## src/rtl/counter_3.sv

```systemverilog
// Saturating win counter: counts 0->1 transitions of win, holding at MAX_COUNT.
// Define COUNTER3_WRAP_EN to wrap to zero after MAX_COUNT instead of saturating.
module counter_3 #(
  parameter int unsigned WIDTH     = 3,
  parameter int unsigned MAX_COUNT = 7
) (
  input  logic             clk,
  input  logic             reset,
  input  logic             win,
  output logic [WIDTH-1:0] count
);

  localparam logic [WIDTH-1:0] MAX_C = WIDTH'(MAX_COUNT);
  localparam logic [WIDTH-1:0] ONE   = WIDTH'(1);

  generate
    if (MAX_COUNT > (2 ** WIDTH) - 1) begin : g_bad_max
      $error("counter_3: MAX_COUNT does not fit in WIDTH bits");
    end
  endgenerate

  logic win_q;
  logic rise;

  assign rise = win & ~win_q;

  always_ff @(posedge clk or negedge reset) begin
    if (!reset) begin
      count <= '0;
      win_q <= 1'b0;
    end else begin
      win_q <= win;
      if (rise) begin
        if (count < MAX_C) begin
          count <= count + ONE;
        end
`ifdef COUNTER3_WRAP_EN
        else begin
          count <= '0;
        end
`endif
      end
    end
  end

endmodule

```

## config.mk

```make
export PLATFORM = sky130hd
export DESIGN_NAME = counter_3
export DESIGN_NICKNAME = d
export VERILOG_FILES = /design/src/rtl/counter_3.sv
export SDC_FILE = /design/constraint.sdc
export NUM_CORES = 1
export LEC_CHECK = 0
export ABC_CLOCK_PERIOD_IN_PS = 1200
export BUFFER_PORTS_ARGS = -buffer_cell sky130_fd_sc_hd__buf_2
export CORE_AREA = 2 2 39 41
export CTS_BUF_LIST = sky130_fd_sc_hd__clkbuf_16
export DETAILED_ROUTE_END_ITERATION = 8
export DIE_AREA = 0 0 41 43
export GPL_ROUTABILITY_DRIVEN = 0
export MAX_ROUTING_LAYER = met4
export PLACE_DENSITY = 0.39
export REMOVE_ABC_BUFFERS = 1
export SLEW_MARGIN = 15
export SYNTH_ARGS = -nofsm -noshare
export SYNTH_HDL_FRONTEND = slang
export SYNTH_SLANG_ARGS = --single-unit
```

## constraint.sdc

```tcl
create_clock -name clk -period 1.2 [get_ports clk]
set_clock_uncertainty 0.2 [all_clocks]
set_input_delay 0.12 -clock clk [delete_from_list [all_inputs] [get_ports clk]]
set_output_delay 0.12 -clock clk [all_outputs]
set_load 0.01 [all_outputs]
```

==> results of run 1 <==
==> cell type report <==
cell class                 count  area [µm²]  share of cell area
sequential                     4         100               0.292
clock buffer                   3        75.1               0.219
timing repair buffer           9        70.1               0.204
tap                           16        20.0              0.0584
multi-input combinational     11        77.6               0.226
==> per-layer routing <==
layer / share of wire / GRT usage / vias to the layer above
met4: 0.019 / 0.0800 / 0
met3: 0.11 / 0.0471 / 2
li1: - / - / 78
met1: 0.47 / 0.104 / 75
met5: 0 / - / -
met2: 0.39 / 0.0688 / 6
==> Yosys cell counts, drive strengths merged <==
cell type / instances / share of area
a21oi: 1 / 0.028
a22o: 1 / 0.049
nor2b: 1 / 0.077
a21boi: 1 / 0.042
dfrtp: 4 / 0.56
o21a: 1 / 0.042
nand2: 3 / 0.063
a31oi: 1 / 0.035
nand3: 1 / 0.028
ha: 1 / 0.070
==> per-stage QoR <==
stage / worst slack, ps / total power (W) / utilization / setup TNS (ps)
5_1_grt: -33.2 / 0.00114 / 0.248 / -54.2
3_5_place_dp: 21.7 / 0.000505 / 0.172 / 0
6_report: 16.8 / 0.00106 / 0.248 / 0
4_1_cts: 3.10 / 0.00105 / 0.243 / 0
3_3_place_gp: 23.2 / 0.000496 / 0.172 / 0
2_1_floorplan: -48.3 / 0.000375 / - / -48.3
==> cells by family (layout without fill, tap and decap cells) <==
| family | count (synthesis) | after routing | share of synthesized area |
|---|---|---|---|
| adders and majority gates | 1 | 1 | 0.0704 |
| buffers and inverters | 0 | 12 | 0 |
| DFF | 4 | 4 | 0.563 |
| AOI/OAI and AO/OA | 5 | 5 | 0.197 |
| and+or+nand+nor | 5 | 5 | 0.169 |
==> timing repair <==
item | 4_1_cts | 5_1_grt
setup endpoints to repair | 1 | 3
hold buffers | 2 | 0
hold endpoints to repair | 5 | 0
pin swaps | 0 | 1
gates resized for setup | 1 | 2
==> registers in the layout, summed over array words and instances (netlist names) <==
signal  flops
count       3
win_q       1
==> cell usage in the layout (no fill, tap or decap), drive strengths merged <==
cell         instances
a21boi               1
a21oi                1
a22o                 1
a31oi                1
buf                  7
clkbuf               3
dfrtp                4
dlygate4sd3          2
ha                   1
nand2                3
nand3                1
nor2b                1
o21a                 1
==> power breakdown <==
group	leakage (nW)	switching (W)	internal, W
logic	0.0766	0.000139	0.000176
registers	0.0453	0.0000384	0.000187
clock network	0.0370	0.0000948	0.000426
==> worst paths after layout <==
check                            to  cells past startpoint
max reg2reg                count[1]                      2
min                           win_q                      2
min in group clk           count[2]                      3
max                        count[1]                      2
max in group asynchronous  count[1]                      2
min reg2reg                count[1]                      2
==> qor.log, run 1 <==
INFO  final_layout   final_design_area_no_fill=343µm²
INFO  sta            hold-worst-slack=33.7ps
INFO  run            max_cap_viol_count=0
INFO  sta            maxClockFrequency=0.845GHz
INFO  global_routing grt_antenna_before_repair=0
INFO  final_layout   final.fill_count=145
INFO  routing        drtIter0Drc=5
INFO  worst_setup_path r2r-start=count[0]
INFO  worst_setup_path timing.critical_path.to_type=primary output
INFO  pwr            static-leakage-power=0.159nW
INFO  global_routing grt_pass1_vias=173
INFO  run_status     run_status=finished clean
INFO  routing        detail_route.first_pass.iterations=4
INFO  worst_setup_path setup.worst_path.start_class=flip-flop
INFO  global_routing grt_overflow_total=0
INFO  worst_setup_path timing.critical_path.from=count[1]
INFO  final_layout   areaGrowthSynthToFinish=93.0%
INFO  worst_setup_path critical-path-max-stage-delay=370ps
INFO  floorplan      die_width=41µm
INFO  floorplan      die_area=1760µm²
INFO  clocking       clk_path_buf_depth=2
INFO  logic_synthesis avgSynthCellArea=11.8µm²
INFO  worst_setup_path timing_worst_setup_path_type=flip-flop to primary output
INFO  floorplan      placement_rows=14
INFO  routing        post_drt_wl_per_cell=9.58µm
INFO  sta            final-max-slew-violation-count=0
INFO  floorplan      floorplan.initialDensity=0.128
INFO  pwr            peakVddDrop=0.000649V
INFO  logic_synthesis synth_warn=0
INFO  logic_synthesis syn-instance-count=15
INFO  final_layout   antennaDiodeCount=0
INFO  worst_setup_path reg2reg_setup_slack=30ps
INFO  floorplan      io-pin-count=6
INFO  clocking       htree_num_levels=1
INFO  logic_synthesis post_synth_num_cell_types=10
INFO  worst_setup_path crit_path_max_fanout=4
INFO  worst_setup_path crit_arrival=860ps
INFO  min_path       hp-class=input port to asynchronous set/reset pin
INFO  routing        num_vias=161
INFO  placement      placedInstanceArea=238µm²
INFO  placement      placement.io_buffers=5
INFO  sta            setup_viol_count_final=0
INFO  logic_synthesis synthesis.area=178µm²
INFO  global_routing grt_start_max_net_pins=7
INFO  clocking       numCtsBuffers=3
INFO  clocking       cts_tree=done
INFO  clocking       setup_bufs_post_cts=0
INFO  final_layout   layout-drive-gt1-share=0.407
INFO  floorplan      die_y=43µm
INFO  sta            grt_setup_unrepaired=yes
INFO  global_routing grt_pass1_wl=807µm
INFO  placement      detailed_place_hpwl=278µm
INFO  worst_setup_path critical_path.slowest_cell=sky130_fd_sc_hd__dfrtp_1
INFO  global_routing globalRouteTotalUtil=0.0775
INFO  sta            max-slew-margin-rel=0.893
INFO  final_layout   layout_cells_excl_fill=43
INFO  pwr            powerDensity=3090nW/µm²
INFO  final_layout   fin_nets=33
INFO  sta            worstMarginPinSlew=159ps
INFO  worst_setup_path crit_chain=buf_4 -> buf_2
INFO  floorplan      design.core.area=1380µm²
INFO  routing        route.final.wire_length=412µm
INFO  clocking       insertion_delay=220ps
INFO  placement      post-place-cells=38
INFO  logic_synthesis synth.ff_latch_count=4
INFO  clocking       clock_root_buffer_master=sky130_fd_sc_hd__clkbuf_16
INFO  routing        route.antenna.remaining_nets=0
INFO  sta            timing.final.hold_violations=0
INFO  routing        drcViolationCount=0
INFO  worst_setup_path worstPathRequired=880ps
INFO  routing        routed_via_density=3.74
INFO  worst_setup_path critical-path-top-delay-family=flip-flops
INFO  clocking       numClockSinks=4
INFO  sta            finalCriticalPeriod=1180ps
INFO  logic_synthesis synth-seq-area-share=0.563
INFO  worst_setup_path critical_path_buf_inv_count=2
INFO  sta            final_worst_path_cycle_share=0.986
INFO  clocking       clk_pin_slew_worst_paths=30ps
Power figures use the tool's default switching activity.
==> run 2, diff against run 1 <==
CTS_CLUSTER_SIZE = 16   (was unset)
RECOVER_POWER = 25   (was unset)
==> qor.log, run 2 (synthesis gave the netlist of run 1 again) <==
INFO  pwr            power=0.00106W
INFO  global_routing grt.met3_usage=0.0471
INFO  worst_setup_path crit_chain=buf_4 -> buf_2
INFO  global_routing grt_antenna_before_repair=0
INFO  clocking       clock_root_buffer_master=sky130_fd_sc_hd__clkbuf_16
INFO  sta            grt_setup_unrepaired=yes
INFO  global_routing grt_pass1_wl=807µm
INFO  floorplan      die_area=1760µm²
INFO  routing        detail_route.first_pass.iterations=4
INFO  worst_setup_path critical_path.slowest_cell=sky130_fd_sc_hd__dfrtp_1
INFO  routing        drtIter0Drc=5
INFO  sta            maxClockFrequency=0.845GHz
INFO  routing        post_drt_wl_per_cell=9.56µm
INFO  floorplan      die_y=43µm
INFO  final_layout   most_used_cells_in_the_layout_excluding_fill_and_tap_cells=sky130_fd_sc_hd__dfrtp_1 (4), sky130_fd_sc_hd__nand2_1 (3), sky130_fd_sc_hd__clkbuf_16 (3), sky130_fd_sc_hd__buf_2 (3)
INFO  routing        drcViolationCount=0
INFO  sta            finalCriticalPeriod=1180ps
INFO  clocking       numClockSinks=4
INFO  pwr            peakVddDrop=0.000649V
INFO  routing        num_vias=161
INFO  sta            setup_viol_count_final=0
INFO  final_layout   antennaDiodeCount=0
INFO  sta            final-max-slew-violation-count=0
INFO  sta            final_worst_path_cycle_share=0.986
INFO  worst_setup_path critical-path-max-stage-delay=370ps
INFO  clocking       numCtsBuffers=3
INFO  worst_setup_path worstPathRequired=880ps
INFO  clocking       htree_num_levels=1
INFO  worst_setup_path critical_path_buf_inv_count=2
INFO  worst_setup_path reg2reg_setup_slack=30ps
INFO  pwr            static-leakage-power=0.156nW
INFO  global_routing grt_util_met2=0.0688
INFO  placement      placedInstanceArea=238µm²
INFO  final_layout   largestRegisters=count (3), win_q (1)
INFO  floorplan      io-pin-count=6
INFO  global_routing top_usage_layer=met1
INFO  worst_setup_path crit_arrival=860ps
INFO  worst_setup_path critical_path_depth=2
INFO  floorplan      design.core.area=1380µm²
INFO  final_layout   mostFrequentLayoutCell=sky130_fd_sc_hd__dfrtp_1
INFO  floorplan      die_width=41µm
INFO  clocking       clk_path_buf_depth=2
INFO  sta            max-slew-margin-rel=0.849
INFO  global_routing grt_overflow_total=0
INFO  worst_setup_path critical-path-top-delay-family=flip-flops
INFO  worst_setup_path timing.critical_path.to_type=primary output
INFO  final_layout   fin_nets=33
INFO  worst_setup_path timing_worst_setup_path_type=flip-flop to primary output
INFO  final_layout   registers.top_by_ff_count=count
INFO  sta            timing.final.hold_violations=0
INFO  pwr            powerDensity=3100nW/µm²
INFO  min_path       hp-class=input port to asynchronous set/reset pin
INFO  routing        route.final.wire_length=411µm
INFO  final_layout   largest_reg_flops=3
INFO  run_status     run_status=finished clean
INFO  final_layout   areaGrowthSynthToFinish=92.3%
INFO  clocking       insertion_delay=220ps
INFO  worst_setup_path setup.worst_path.start_class=flip-flop
INFO  floorplan      floorplan.initialDensity=0.128
INFO  placement      detailed_place_hpwl=278µm
INFO  clocking       clk_pin_slew_worst_paths=30ps
INFO  final_layout   layout-drive-gt1-share=0.370
INFO  clocking       cts_tree=done
INFO  run            max_cap_viol_count=0
INFO  worst_setup_path timing.reg2reg.worst_path_depth=2
INFO  final_layout   final_design_area_no_fill=342µm²
INFO  global_routing grt_pass1_vias=173
INFO  routing        route.antenna.remaining_nets=0
INFO  sta            worstMarginPinSlew=227ps
INFO  global_routing grt_use_met1=0.104
INFO  global_routing globalRouteTotalUtil=0.0775
INFO  floorplan      placement_rows=14
INFO  routing        routed_via_density=3.74
INFO  worst_setup_path crit_path_max_fanout=4
INFO  global_routing grt_start_max_net_pins=7
INFO  placement      placement.io_buffers=5
-- run 2: timing repair --
item,CTS,global route
setup buffers,0,0
hold buffers,2,0
pin swaps,0,1
gates resized for setup,1,2
endpoints found under the setup margin,1,3
hold endpoints to repair,5,0
-- run 2: worst paths after layout --
path                            startpoint  endpoint
worst max-delay path              count[1]  count[1]
worst min-delay path                 reset     win_q
worst max register to register    count[0]  count[1]
worst min register to register    count[1]  count[1]
max in group asynchronous            reset  count[1]
min in group clk                       win  count[2]
-- run 2: metal layers --
metal / up-vias / routed length, µm
met4: 0 / 8
li1: 78 / -
met5: - / 0
met1: 75 / 194
met3: 2 / 47
met2: 6 / 161
-- run 2: metrics by stage --
stage                     hold WS (ps)  std cells  setup slack (ps)   util  setup TNS [ps]
after floorplan                   -376         15             -48.3      -           -48.3
after global placement            -274         38              23.2  0.172               0
after detailed placement          -267         38              21.7  0.172               0
after CTS                         41.1         43              3.10  0.243               0
after global routing              95.3         43             -33.2  0.247           -54.2
final                             62.5         43              16.8  0.247               0
-- run 2: where the power goes --
group,switching [W],internal (W)
sequential,0.0000384,0.000187
combinational,0.000139,0.000175
clock,0.0000948,0.000426
total,0.000272,0.000788
-- run 2: final cells by class --
cell class / count / area, µm²
sequential: 4 / 100
fill: 145 / 1040
timing repair buffer: 9 / 68.8
tap: 16 / 20.0
clock buffer: 3 / 75.1
multi-input combinational: 11 / 77.6
==> run 3, diff against run 2 <==
--- a/config.mk
+++ b/config.mk
@@ -6,5 +6,4 @@
 export NUM_CORES = 1
 export LEC_CHECK = 0
-export ABC_CLOCK_PERIOD_IN_PS = 1200
 export BUFFER_PORTS_ARGS = -buffer_cell sky130_fd_sc_hd__buf_2
 export CORE_AREA = 2 2 39 41
==> constraint.sdc (replaced) <==
create_clock -name clk -period 1.2 [get_ports clk]
set_clock_uncertainty 0.2 [all_clocks]
set_input_delay 0.36 -clock clk [delete_from_list [all_inputs] [get_ports clk]]
set_output_delay 0.36 -clock clk [all_outputs]
set_load 0.01 [all_outputs]
==> qor.log, run 3 (synthesis gave the netlist of run 1 again) <==
INFO  routing        post_drt_wl_per_cell=11.5µm
INFO  pwr            powerDensity=3260nW/µm²
INFO  sta            setup_viol_count_final=4
INFO  worst_setup_path critical-path-max-stage-delay=390ps
INFO  worst_setup_path worstPathRequired=640ps
INFO  sta            finalCriticalPeriod=1310ps
INFO  routing        drtIter0Drc=1
INFO  global_routing grt_start_max_net_pins=7
INFO  routing        drcViolationCount=0
INFO  clocking       numCtsBuffers=3
INFO  sta            final_worst_path_cycle_share=1.10
INFO  final_layout   layout-drive-gt1-share=0.444
INFO  routing        routed_via_density=3.77
INFO  clocking       clk_path_buf_depth=2
INFO  final_layout   final_design_area_no_fill=345µm²
INFO  placement      placedInstanceArea=230µm²
INFO  worst_setup_path critical-path-top-delay-family=flip-flops
INFO  sta            timing.final.hold_violations=0
INFO  worst_setup_path crit_arrival=750ps
INFO  global_routing grt_pass1_vias=182
INFO  placement      post-place-cells=37
INFO  final_layout   antennaDiodeCount=0
INFO  routing        route.final.wire_length=496µm
INFO  sta            max-slew-margin-rel=0.883
INFO  clocking       clock_root_buffer_master=sky130_fd_sc_hd__clkbuf_16
INFO  final_layout   areaGrowthSynthToFinish=94.4%
INFO  clocking       insertion_delay=220ps
INFO  pwr            peakVddDrop=0.00125V
INFO  worst_setup_path critical_path_buf_inv_count=1
INFO  final_layout   layout_cells_excl_fill=43
INFO  worst_setup_path crit_path_max_fanout=3
INFO  global_routing grt_pass1_wl=779µm
INFO  worst_setup_path crit_chain=buf_2
INFO  min_path       hp-class=input port to flip-flop
INFO  run            max_cap_viol_count=0
INFO  worst_setup_path timing.reg2reg.worst_path_depth=2
INFO  min_path       timing.hold.worst_path_depth=1
INFO  floorplan      design.core.area=1380µm²
INFO  final_layout   mostFrequentLayoutCell=sky130_fd_sc_hd__dfrtp_1
INFO  sta            setup_total_negative_slack=-357ps
INFO  clocking       numClockSinks=4
INFO  run_status     run_status=finished with violations
INFO  sta            worstMarginPinSlew=176ps
INFO  final_layout   most_used_cells_in_the_layout_excluding_fill_and_tap_cells=sky130_fd_sc_hd__dfrtp_1 (4), sky130_fd_sc_hd__nand2_1 (3), sky130_fd_sc_hd__clkbuf_16 (3), sky130_fd_sc_hd__buf_4 (3)
INFO  sta            maxClockFrequency=0.761GHz
INFO  run_status     failed_checks=negative setup slack
INFO  global_routing grt_antenna_before_repair=0
INFO  final_layout   largestRegisters=count (3), win_q (1)
INFO  final_layout   largest_reg_flops=3
INFO  worst_setup_path setup.worst_path.start_class=flip-flop
INFO  routing        detail_route.first_pass.iterations=2
INFO  clocking       htree_num_levels=1
INFO  placement      placement.io_buffers=5
INFO  sta            grt_setup_unrepaired=yes
INFO  global_routing grt_overflow_total=0
INFO  worst_setup_path timing_worst_setup_path_type=flip-flop to primary output
INFO  worst_setup_path timing.critical_path.to_type=primary output
INFO  worst_setup_path critical_path.slowest_cell=sky130_fd_sc_hd__dfrtp_1
INFO  final_layout   registers.top_by_ff_count=count
INFO  floorplan      die_width=41µm
INFO  pwr            static-leakage-power=0.158nW
INFO  worst_setup_path critical_path_depth=1
INFO  sta            final-max-slew-violation-count=0
INFO  routing        route.antenna.remaining_nets=0
INFO  placement      detailed_place_hpwl=305µm
INFO  final_layout   fin_nets=33
INFO  sta            final_critical_path_setup_slack=-115ps
INFO  floorplan      die_y=43µm
INFO  routing        num_vias=162
INFO  clocking       clk_pin_slew_worst_paths=30ps
INFO  clocking       cts_tree=done
INFO  pwr            power=0.00113W
INFO  floorplan      placement_rows=14
INFO  global_routing globalRouteTotalUtil=0.0774
INFO  final_layout   finish.utilization=0.250
INFO  floorplan      floorplan.initialDensity=0.128
INFO  floorplan      die_area=1760µm²
INFO  floorplan      io-pin-count=6
[run 3: changes by cell type in the layout (fill, tap and decap cells not counted)]
cell / previous run / this run
sky130_fd_sc_hd__a21boi_0: 1 / 0
sky130_fd_sc_hd__buf_2: 3 / 2
sky130_fd_sc_hd__a21oi_2: 0 / 1
sky130_fd_sc_hd__buf_4: 1 / 3
sky130_fd_sc_hd__a21boi_1: 0 / 1
sky130_fd_sc_hd__dlygate4sd3_1: 2 / 1
sky130_fd_sc_hd__a21oi_1: 1 / 0
[run 3: routing by layer]
metal,global-route usage,share of wire,vias up
met4,0.0400,0,0
met5,-,0,-
met2,0.0938,0.45,8
li1,-,-,78
met1,0.0779,0.44,76
met3,0.0785,0.11,0
[run 3: per-stage QoR]
step           hold slack (ps)  setup slack, ps
2_1_floorplan             -136            -48.3
3_3_place_gp             -34.0             6.25
3_5_place_dp             -27.6            -21.2
4_1_cts                   60.3             -128
5_1_grt                   85.4             -141
6_report                  74.0             -115
[run 3: where the power goes]
part	leakage [nW]	switching, W	internal (W)
Combinational	0.0758	0.000172	0.000213
Clock	0.0370	0.0000862	0.000425
Sequential	0.0453	0.0000431	0.000187
[run 3: final cells by class]
class,instances,area [µm²]
Tap cell,16,20.0
Sequential cell,4,100
Timing Repair Buffer,9,68.8
Fill cell,153,1040
Multi-Input combinational cell,11,81.3
Clock buffer,3,75.1
[run 3: final timing paths]
| check | startpoint | to | slack (ps) |
|---|---|---|---|
| setup / recovery | count[1] | count[1] | -110 |
| hold / removal | win | win_q | 70 |
| setup reg to reg | count[0] | count[1] | -40 |
| hold reg to reg | win_q | count[0] | 430 |
| max in group asynchronous | reset | count[1] | 400 |
| min in group asynchronous | reset | win_q | 280 |
[run 3: timing repair]
item	CTS	global route
hold endpoints to repair	4	0
resized for setup	0	4
endpoints found under the setup margin	4	5
setup buffers	2	0
hold buffers	1	0
